File: src/rtl/jt51_pm_src.sv
// jt51_pm_src -- phase-modulation source for the key-code PM adder.
//
// Builds the PM offset as an unsigned magnitude (mod) plus a direction
// flag (add). An LFO rate accumulator advances an 8-bit phase counter.
// The phase is shaped into a signed waveform, scaled by PMD and shifted
// by PMS. The result is registered so that downstream logic only ever
// sees clean, registered values.
//
// Optional build macro:
//   JT51_PMSRC_NOISE_EN - include the 17-bit noise LFSR so that lfo_w = 3
//                         selects noise. Without it, lfo_w = 3 behaves as
//                         triangle and NOISE_SEED is unused.
//
// Ports:
//   clk       in   1  system clock
//   rst       in   1  synchronous active-high reset
//   cen       in   1  clock enable, all state advances only when high
//   lfo_freq  in   8  [7:4] exponent, [3:0] mantissa of the LFO rate
//   lfo_w     in   2  waveform: 0 saw, 1 square, 2 triangle, 3 noise
//   pmd       in   7  PM depth
//   pms       in   3  PM sensitivity, 0 disables PM
//   lfo_rst   in   1  test-register LFO reset (level)
//   mod       out  9  PM magnitude
//   add       out  1  1 = add mod to key code, 0 = subtract
//   tick      out  1  pulse when the LFO phase advanced this cycle
//   phase     out  8  current LFO phase

module jt51_pm_src #(
    parameter logic [16:0] NOISE_SEED = 17'h1_5A5A
) (
    input  logic       clk,
    input  logic       rst,
    input  logic       cen,
    input  logic [7:0] lfo_freq,
    input  logic [1:0] lfo_w,
    input  logic [6:0] pmd,
    input  logic [2:0] pms,
    input  logic       lfo_rst,
    output logic [8:0] mod,
    output logic       add,
    output logic       tick,
    output logic [7:0] phase
);

    logic [19:0] acc;
    logic [19:0] inc;
    logic [20:0] acc_sum;
    logic        carry;

    // The mantissa carries an implicit leading one, so even lfo_freq = 0
    // still advances the accumulator.
    assign inc     = 20'({1'b1, lfo_freq[3:0]}) << lfo_freq[7:4];
    assign acc_sum = {1'b0, acc} + {1'b0, inc};
    assign carry   = acc_sum[20];

    // lfo_rst clears the LFO even while cen is low and beats a coincident carry
    always_ff @(posedge clk) begin
        if (rst || lfo_rst) begin
            acc   <= '0;
            phase <= '0;
            tick  <= 1'b0;
        end else if (cen) begin
            acc  <= acc_sum[19:0];
            tick <= carry;
            if (carry)
                phase <= phase + 8'd1;
        end else begin
            tick <= 1'b0;
        end
    end

`ifdef JT51_PMSRC_NOISE_EN
    logic [16:0] lfsr;

    // The noise LFSR steps together with the phase and is not cleared by lfo_rst
    always_ff @(posedge clk) begin
        if (rst)
            lfsr <= NOISE_SEED;
        else if (cen && carry && !lfo_rst)
            lfsr <= {lfsr[15:0], lfsr[16] ^ lfsr[13]};
    end
`else
    logic unused_seed;
    assign unused_seed = ^NOISE_SEED;
`endif

    logic [8:0] w;
    logic [5:0] tri_t;
    logic [7:0] tri_mag;
    logic [7:0] w_mag;
    logic [6:0] a;
    logic [8:0] m;

    // The waveform is held as a 9-bit two's-complement value. Then it is
    // reduced to a magnitude, scaled by depth and shifted by sensitivity.
    always_comb begin
        tri_t   = phase[6] ? ~phase[5:0] : phase[5:0];
        tri_mag = {1'b0, tri_t, 1'b0};
        w       = '0;
        case (lfo_w)
            2'd0:    w = {1'b0, phase} - 9'd128;
            2'd1:    w = phase[7] ? 9'h180 : 9'h07F;
`ifdef JT51_PMSRC_NOISE_EN
            2'd3:    w = {lfsr[7], lfsr[7:0]};
`endif
            default: w = phase[7] ? (9'd0 - {1'b0, tri_mag}) : {1'b0, tri_mag};
        endcase
        // -128 maps to 8'h80, which still reads as 128 unsigned
        w_mag = w[8] ? 8'(~w[7:0] + 8'd1) : w[7:0];
        a     = 7'((15'(w_mag) * 15'(pmd)) >> 7);
        if (pms == 3'd0)
            m = '0;
        else
            m = 9'({a, 2'b00}) >> (3'd7 - pms);
    end

    // A zero offset always reports add = 1 so the key-code path never sees -0
    always_ff @(posedge clk) begin
        if (rst) begin
            mod <= '0;
            add <= 1'b1;
        end else if (cen) begin
            mod <= m;
            add <= ~w[8] | (m == 9'd0);
        end
    end

endmodule

File: config.mk
export PLATFORM = sky130hd
export DESIGN_NAME = jt51_pm_src
export DESIGN_NICKNAME = d
export VERILOG_FILES = /design/src/rtl/jt51_pm_src.sv
export SDC_FILE = /design/constraint.sdc
export NUM_CORES = 1
export LEC_CHECK = 0
export ABC_AREA = 1
export BUFFER_PORTS_ARGS = -buffer_cell sky130_fd_sc_hd__buf_2
export CAP_MARGIN = 30
export CORE_MARGIN = 2
export CORE_UTILIZATION = 60
export DETAILED_ROUTE_END_ITERATION = 12
export GPL_TIMING_DRIVEN = 0
export PLACE_DENSITY = 0.81
export REMOVE_ABC_BUFFERS = 1
export SYNTH_ARGS = -nofsm -noshare
export SYNTH_HDL_FRONTEND = slang
export SYNTH_SLANG_ARGS = --single-unit
File: constraint.sdc
create_clock -name clk -period 7.3 [get_ports clk]
set_clock_uncertainty 0.2 [all_clocks]
set_input_delay 0 -clock clk [delete_from_list [all_inputs] [get_ports clk]]
set_output_delay 0 -clock clk [all_outputs]
set_load 0.005 [all_outputs]
After elaboration in Yosys (flattened, before gate mapping)
Cells that the tools add are included.
{"block": "classes", "addsub": 6, "n_mul": 1, "eq_ne": 1, "n_shift": 2, "muxes": 6, "bitwise": 5, "reduce_logical": 6}
{"cell": "$mux 9", "count": 3}
{"cell": "$add 20x20->21", "count": 1}
{"cell": "$shl 5x4->20", "count": 1}
{"cell": "$pmux 9 s2", "count": 1}
{"cell": "$add 8x1->8 const B", "count": 2}
{"cell": "$mul 8x7->14", "count": 1}
{"cell": "$logic_not 9->1", "count": 1}
{"cell": "$shr 9x3->9", "count": 1}
{"cell": "$sub 8x8->9 const B", "count": 1}
{"cell": "$mux 8", "count": 1}
{"cell": "$not 8->8", "count": 1}
{"cell": "$sub 1x7->8 const A", "count": 1}
{"cell": "$mux 6", "count": 1}
{"cell": "$not 6->6", "count": 1}
{"cell": "$logic_not 3->1", "count": 1}
{"cell": "$sub 3x3->3 const A", "count": 1}
{"cell": "$eq 2x1->1 const B", "count": 1}
{"cell": "$logic_not 2->1", "count": 1}
{"cell": "$not 1->1", "count": 2}
{"cell": "$reduce_and 2->1", "count": 1}
{"cell": "$reduce_or 2->1", "count": 1}
{"cell": "$logic_or 1x1->1", "count": 1}
{"cell": "$or 1x1->1", "count": 1}
{"block": "word_totals", "register_bits": 39}

Longest topological paths before layout
{"block": "depth", "depth_word": 13, "ltp_mapped": 42}

Worst setup path after synthesis
OpenSTA, ideal clock, no wires.
{"block": "synth_timing", "kind": "flip-flop to flip-flop", "start": "reg phase[6]", "end": "reg add", "setup_ps": 115, "arrival_time_ps": 5550, "path_slack_ps": 1435, "path_stages_with_launch": 37, "path_buffers": 1, "period_less_slack_ps": 5865, "cell_sequence": "dfxtp_1 -> buf_6 -> inv_8 -> nand2_2 -> nand2_2 -> nor2_2 -> nand2_2 -> nand3b_1 -> nand3_1 -> nand2_2 -> nand2_1 -> o21ai_0 -> xor2_1 -> nor2_1 -> fa_1 -> fa_1 -> fa_1 -> inv_1 -> fa_1 -> inv_1 -> ha_1 -> a21oi_1 -> o21ai_0 -> a221oi_1 -> nand3_1 -> nand3_1 -> nand2_1 -> nand2_1 -> nand2_2 -> nor2_2 -> nor2_2 -> nand2_1 -> nor2_1 -> nand2_1 -> nand2_1 -> nand2_1 -> nand2_1"}
{"block": "synth_between", "elab_chain_cells": 12, "elab_cells_between_ends": 14, "cone_classes": "add/sub (3); mul (1); shift (1); mux (5); bitwise (3); reduce/logical (1)"}
{"item": "start, declared", "line_no": "42", "source": "output logic [7:0] phase"}
{"item": "start signal, assigned", "line_no": "66", "source": "phase <= phase + 8'd1;"}
{"item": "$mux 6", "line_no": "97", "source": "tri_t = phase[6] ? ~phase[5:0] : phase[5:0];"}
{"item": "$sub 1x7->8", "line_no": "106", "source": "default: w = phase[7] ? (9'd0 - {1'b0, tri_mag}) : {1'b0, tri_mag};"}
{"item": "$mux 9", "line_no": "106"}
{"item": "$pmux 9 s2 *", "line_no": "100", "source": "case (lfo_w)"}
{"item": "$not 8->8", "line_no": "109", "source": "w_mag = w[8] ? 8'(~w[7:0] + 8'd1) : w[7:0];"}
{"item": "$add 8x1->8", "line_no": "109"}
{"item": "$mux 8", "line_no": "109"}
{"item": "$mul 8x7->14", "line_no": "110", "source": "a = 7'((15'(w_mag) * 15'(pmd)) >> 7);"}
{"item": "$shr 9x3->9", "line_no": "114", "source": "m = 9'({a, 2'b00}) >> (3'd7 - pms);"}
{"item": "$mux 9", "line_no": "111", "source": "if (pms == 3'd0)"}
{"item": "$logic_not 9->1", "line_no": "124", "source": "add <= ~w[8] | (m == 9'd0);"}
{"item": "$or 1x1->1 *", "line_no": "124"}
{"item": "end signal, assigned", "line_no": "124"}
{"item": "end, declared", "line_no": "40", "source": "output logic add,"}
Mark *: on every way between the ends. The rest lies on a longest branch, timed or not.
A chain may end at the register's enable or synchronous reset.

Worst setup path in the final report
{"block": "layout_timing", "start": "reg phase[1]", "end": "reg add"}
{"block": "layout_between", "elab_chain_cells": 13, "elab_cells_between_ends": 15, "cone_classes": "add/sub (3); mul (1); shift (1); mux (5); bitwise (4); reduce/logical (1)"}
{"item": "$not 6->6", "line_no": "97"}
{"item": "$mux 6", "line_no": "97"}
{"item": "$sub 1x7->8", "line_no": "106"}
{"item": "$mux 9", "line_no": "106"}
{"item": "$pmux 9 s2 *", "line_no": "100"}
{"item": "$not 8->8", "line_no": "109"}
{"item": "$add 8x1->8", "line_no": "109"}
{"item": "$mux 8", "line_no": "109"}
{"item": "$mul 8x7->14", "line_no": "110"}
{"item": "$shr 9x3->9", "line_no": "114"}
{"item": "$mux 9", "line_no": "111"}
{"item": "$logic_not 9->1", "line_no": "124"}
{"item": "$or 1x1->1 *", "line_no": "124"}
Marks and branches as above.

==> results.py <==
metrics = {
    "status": {
        "status": "finished, final reports clean",
    },
    "sta": {
        "tightest_slew_ps": 854,
        "maxSlewViolCount": 0,
        "period_minus_slack_ps": 6620,
        "finalHoldViolations": 0,
        "rsz0062_at_grt": "no",
        "fmax_mhz": 151,
        "setup_viol": 0,
        "relSlewSlack_pct": 43.1,
        "tns_ps": 0,
        "fin_hold_ws_ps": 125,
        "finalCritPeriodShare_pct": 90.7,
    },
    "worst_setup_path": {
        "cp_top_family": "adder cells",
        "cp_max_fo": 8,
        "crit_top_cell": "nand2_1",
        "cpMaxStageDelayCell": "fa_1",
        "crit_path_end_kind": "flop",
        "crit_arrival_ps": 6620,
        "path_class": "reg -> reg",
        "worst-path-buf-inv": 5,
        "start_kind": "flop",
        "cp_data_required_time_ps": 7300,
        "max_stage_delay_ps": 540,
    },
    "floorplan": {
        "dieArea_mm2": 0.00965,
        "fp.dieH_um": 98.2,
        "core_area_mm2": 0.00868,
        "io_pins": 43,
        "initial_core_util_pct": 61.4,
        "die-width_um": 98.2,
        "rows": 34,
    },
    "layout": {
        "area_growth_pct": 7.92,
        "fin_area_mm2": 0.00575,
        "diodes": 0,
        "fin_cells": 961,
        "drive_gt1_share_pct": 13.0,
        "nets": 956,
    },
    "detailed_routing": {
        "drcViolationCount": 0,
        "wl_um": 12100,
        "antenna_left": 0,
        "viasPerCell": 5.46,
        "wl_per_cell_um": 12.6,
        "dr.pass1.iters": 5,
        "drtIter0Drc": 227,
        "num_vias": 5245,
    },
    "yosys": {
        "async_reset_ff_share_pct": 0,
        "synth_cell_types": 45,
        "synth_area_per_cell_um2": 6.51,
        "synth_edf_count": 0,
        "ys_seq_area_share_pct": 14.7,
        "ys_ff_latch": 39,
        "synthFlopType": "dfxtp_1",
        "synthCells": 818,
        "syn_area_mm2": 0.00533,
        "yosys_warnings": 0,
    },
    "global_route": {
        "grt-ovfl-total": 0,
        "grt_max_degree": 48,
        "grt_pass1_vias": 5046,
        "grt_antenna_before_repair": 0,
        "grt_pass1_wl_um": 21700,
        "grt_use_total_pct": 26.1,
    },
    "place": {
        "gp_congestion": 0.897,
        "dp.cells": 948,
        "dp_hpwl_um": 9770,
        "io_buffers": 42,
        "dpl_cell_area_mm2": 0.00557,
    },
    "clock_tree": {
        "root_buffer": "clkbuf_8",
        "cts_buffers": 5,
        "htreeDepth": 2,
        "postCtsSetupBuffers": 0,
        "cts_buffer_depth": 2,
        "cts_tree": "yes",
        "cts_sinks": 39,
        "insertion_delay_ps": 300,
        "clkTransAtPathRegs_ps": 90,
    },
    "worst_hold_path": {
        "hold_path.class": "in -> reg",
    },
    "power_and_ir_drop": {
        "cellLeakagePower_nw": 3.22,
        "pwr_density_cell_mw_per_mm2": 180,
        "ir_drop_v": 0.000163,
    },
    "run": {
        "maxCapViolations": 0,
    },
}
-- Yosys cell counts, types with 3 or more instances --
| master | instances | area share (%) |
|---|---|---|
| clkinv_1 | 3 | 0.21 |
| nor2_1 | 112 | 7.9 |
| nand4_1 | 10 | 1.2 |
| fa_1 | 28 | 11 |
| xnor2_1 | 11 | 1.8 |
| clkbuf_1 | 10 | 0.70 |
| nand2_1 | 170 | 12 |
| dfxtp_1 | 39 | 15 |
| nand2_4 | 4 | 0.85 |
| nand3_1 | 56 | 5.3 |
| inv_1 | 111 | 7.8 |
| o211ai_1 | 7 | 0.99 |
| o21bai_1 | 3 | 0.42 |
| nand3_2 | 3 | 0.56 |
| or2_2 | 3 | 0.35 |
| inv_2 | 9 | 0.63 |
| a21oi_1 | 44 | 4.1 |
| ha_1 | 52 | 12 |
| buf_2 | 5 | 0.47 |
| nor2_2 | 4 | 0.47 |
| xor2_1 | 21 | 3.5 |
| nor3_1 | 10 | 0.94 |
| nand2_2 | 22 | 2.6 |
| o21ai_0 | 50 | 4.7 |
-- what timing repair did --
item | CTS | global route
setup endpoints to repair | 0 | 1
endpoints found under the hold margin | 16 | 0
hold buffers | 5 | 0
resized for setup | 0 | 4
-- path summary, 6_finish.rpt --
path	startpoint	end	slack (ps)	depth (start not counted)
worst max-delay path	phase[1]$_SDFFE_PP0P_	add$_SDFFE_PP1P_	680	33
worst min-delay path	cen	add$_SDFFE_PP1P_	120	3
worst max register to register	phase[1]$_SDFFE_PP0P_	add$_SDFFE_PP1P_	680	33
worst min register to register	acc[0]$_SDFFE_PP0P_	acc[0]$_SDFFE_PP0P_	270	2
-- layer usage --
layer / wire [um] / GRT usage (%) / vias to the layer above
li1: - / - / 2689
met5: 0 / 0 / -
met2: 5950 / 46.9 / 113
met3: 474 / 2.36 / 25
met4: 218 / 6.85 / 0
met1: 5500 / 33.8 / 2418
-- worst min-delay path, stage by stage --
cell and delay [ps]:
buf_2 370, nand2_1 170, nand2_1 40
-- metrics by stage --
step	utilization [%]	setup slack, ps	total power [W]
6_report	66.2	681	0.00103
3_3_place_gp	64.1	634	0.000823
5_1_grt	66.2	68.1	0.00114
2_1_floorplan	-	1250	0.000708
3_5_place_dp	64.1	520	0.000842
4_1_cts	66.0	503	0.00103
-- cells by family after synthesis --
kind of cell / count (synthesis) / synth area share [%]
compound gates: 122 / 13.1
xor+xnor: 33 / 5.57
fa+ha+maj: 80 / 22.7
buf+inv: 144 / 10.8
flops: 39 / 14.7
mux: 1 / 0.188
simple gates: 399 / 32.9
-- registers in the layout, summed over array words and instances, names as in the netlist --
register,count
add,1
phase,8
mod,9
tick,1
acc,20
-- where the power goes --
| part | switching, W | leakage, nW | total (W) | internal [W] |
|---|---|---|---|---|
| registers | 0.00000667 | 0.319 | 0.000230 | 0.000223 |
| clock network | 0.0000852 | 0.0581 | 0.000187 | 0.000102 |
| logic | 0.000388 | 2.84 | 0.000618 | 0.000229 |
-- placed cells by master (no fill, tap or decap), drive strengths merged, types with 7 or more instances in the layout --
cell type / n
fa: 28
nand4: 10
xor2: 22
ha: 52
nor2: 118
dfxtp: 39
o211ai: 7
xnor2: 11
o21ai: 52
buf: 42
a21oi: 46
nand2: 196
inv: 121
nor3: 10
nand3: 59
-- cell type report --
cell class / instances / area (um2)
Multi-Input combinational cell: 635 / 3980
Fill cell: 812 / 2930
Sequential cell: 39 / 783
Inverter: 124 / 473
Timing Repair Buffer: 47 / 260
Tap cell: 108 / 135
Clock buffer: 5 / 68.8
Clock inverter: 3 / 43.8
(Power assumes the default switching activity.)
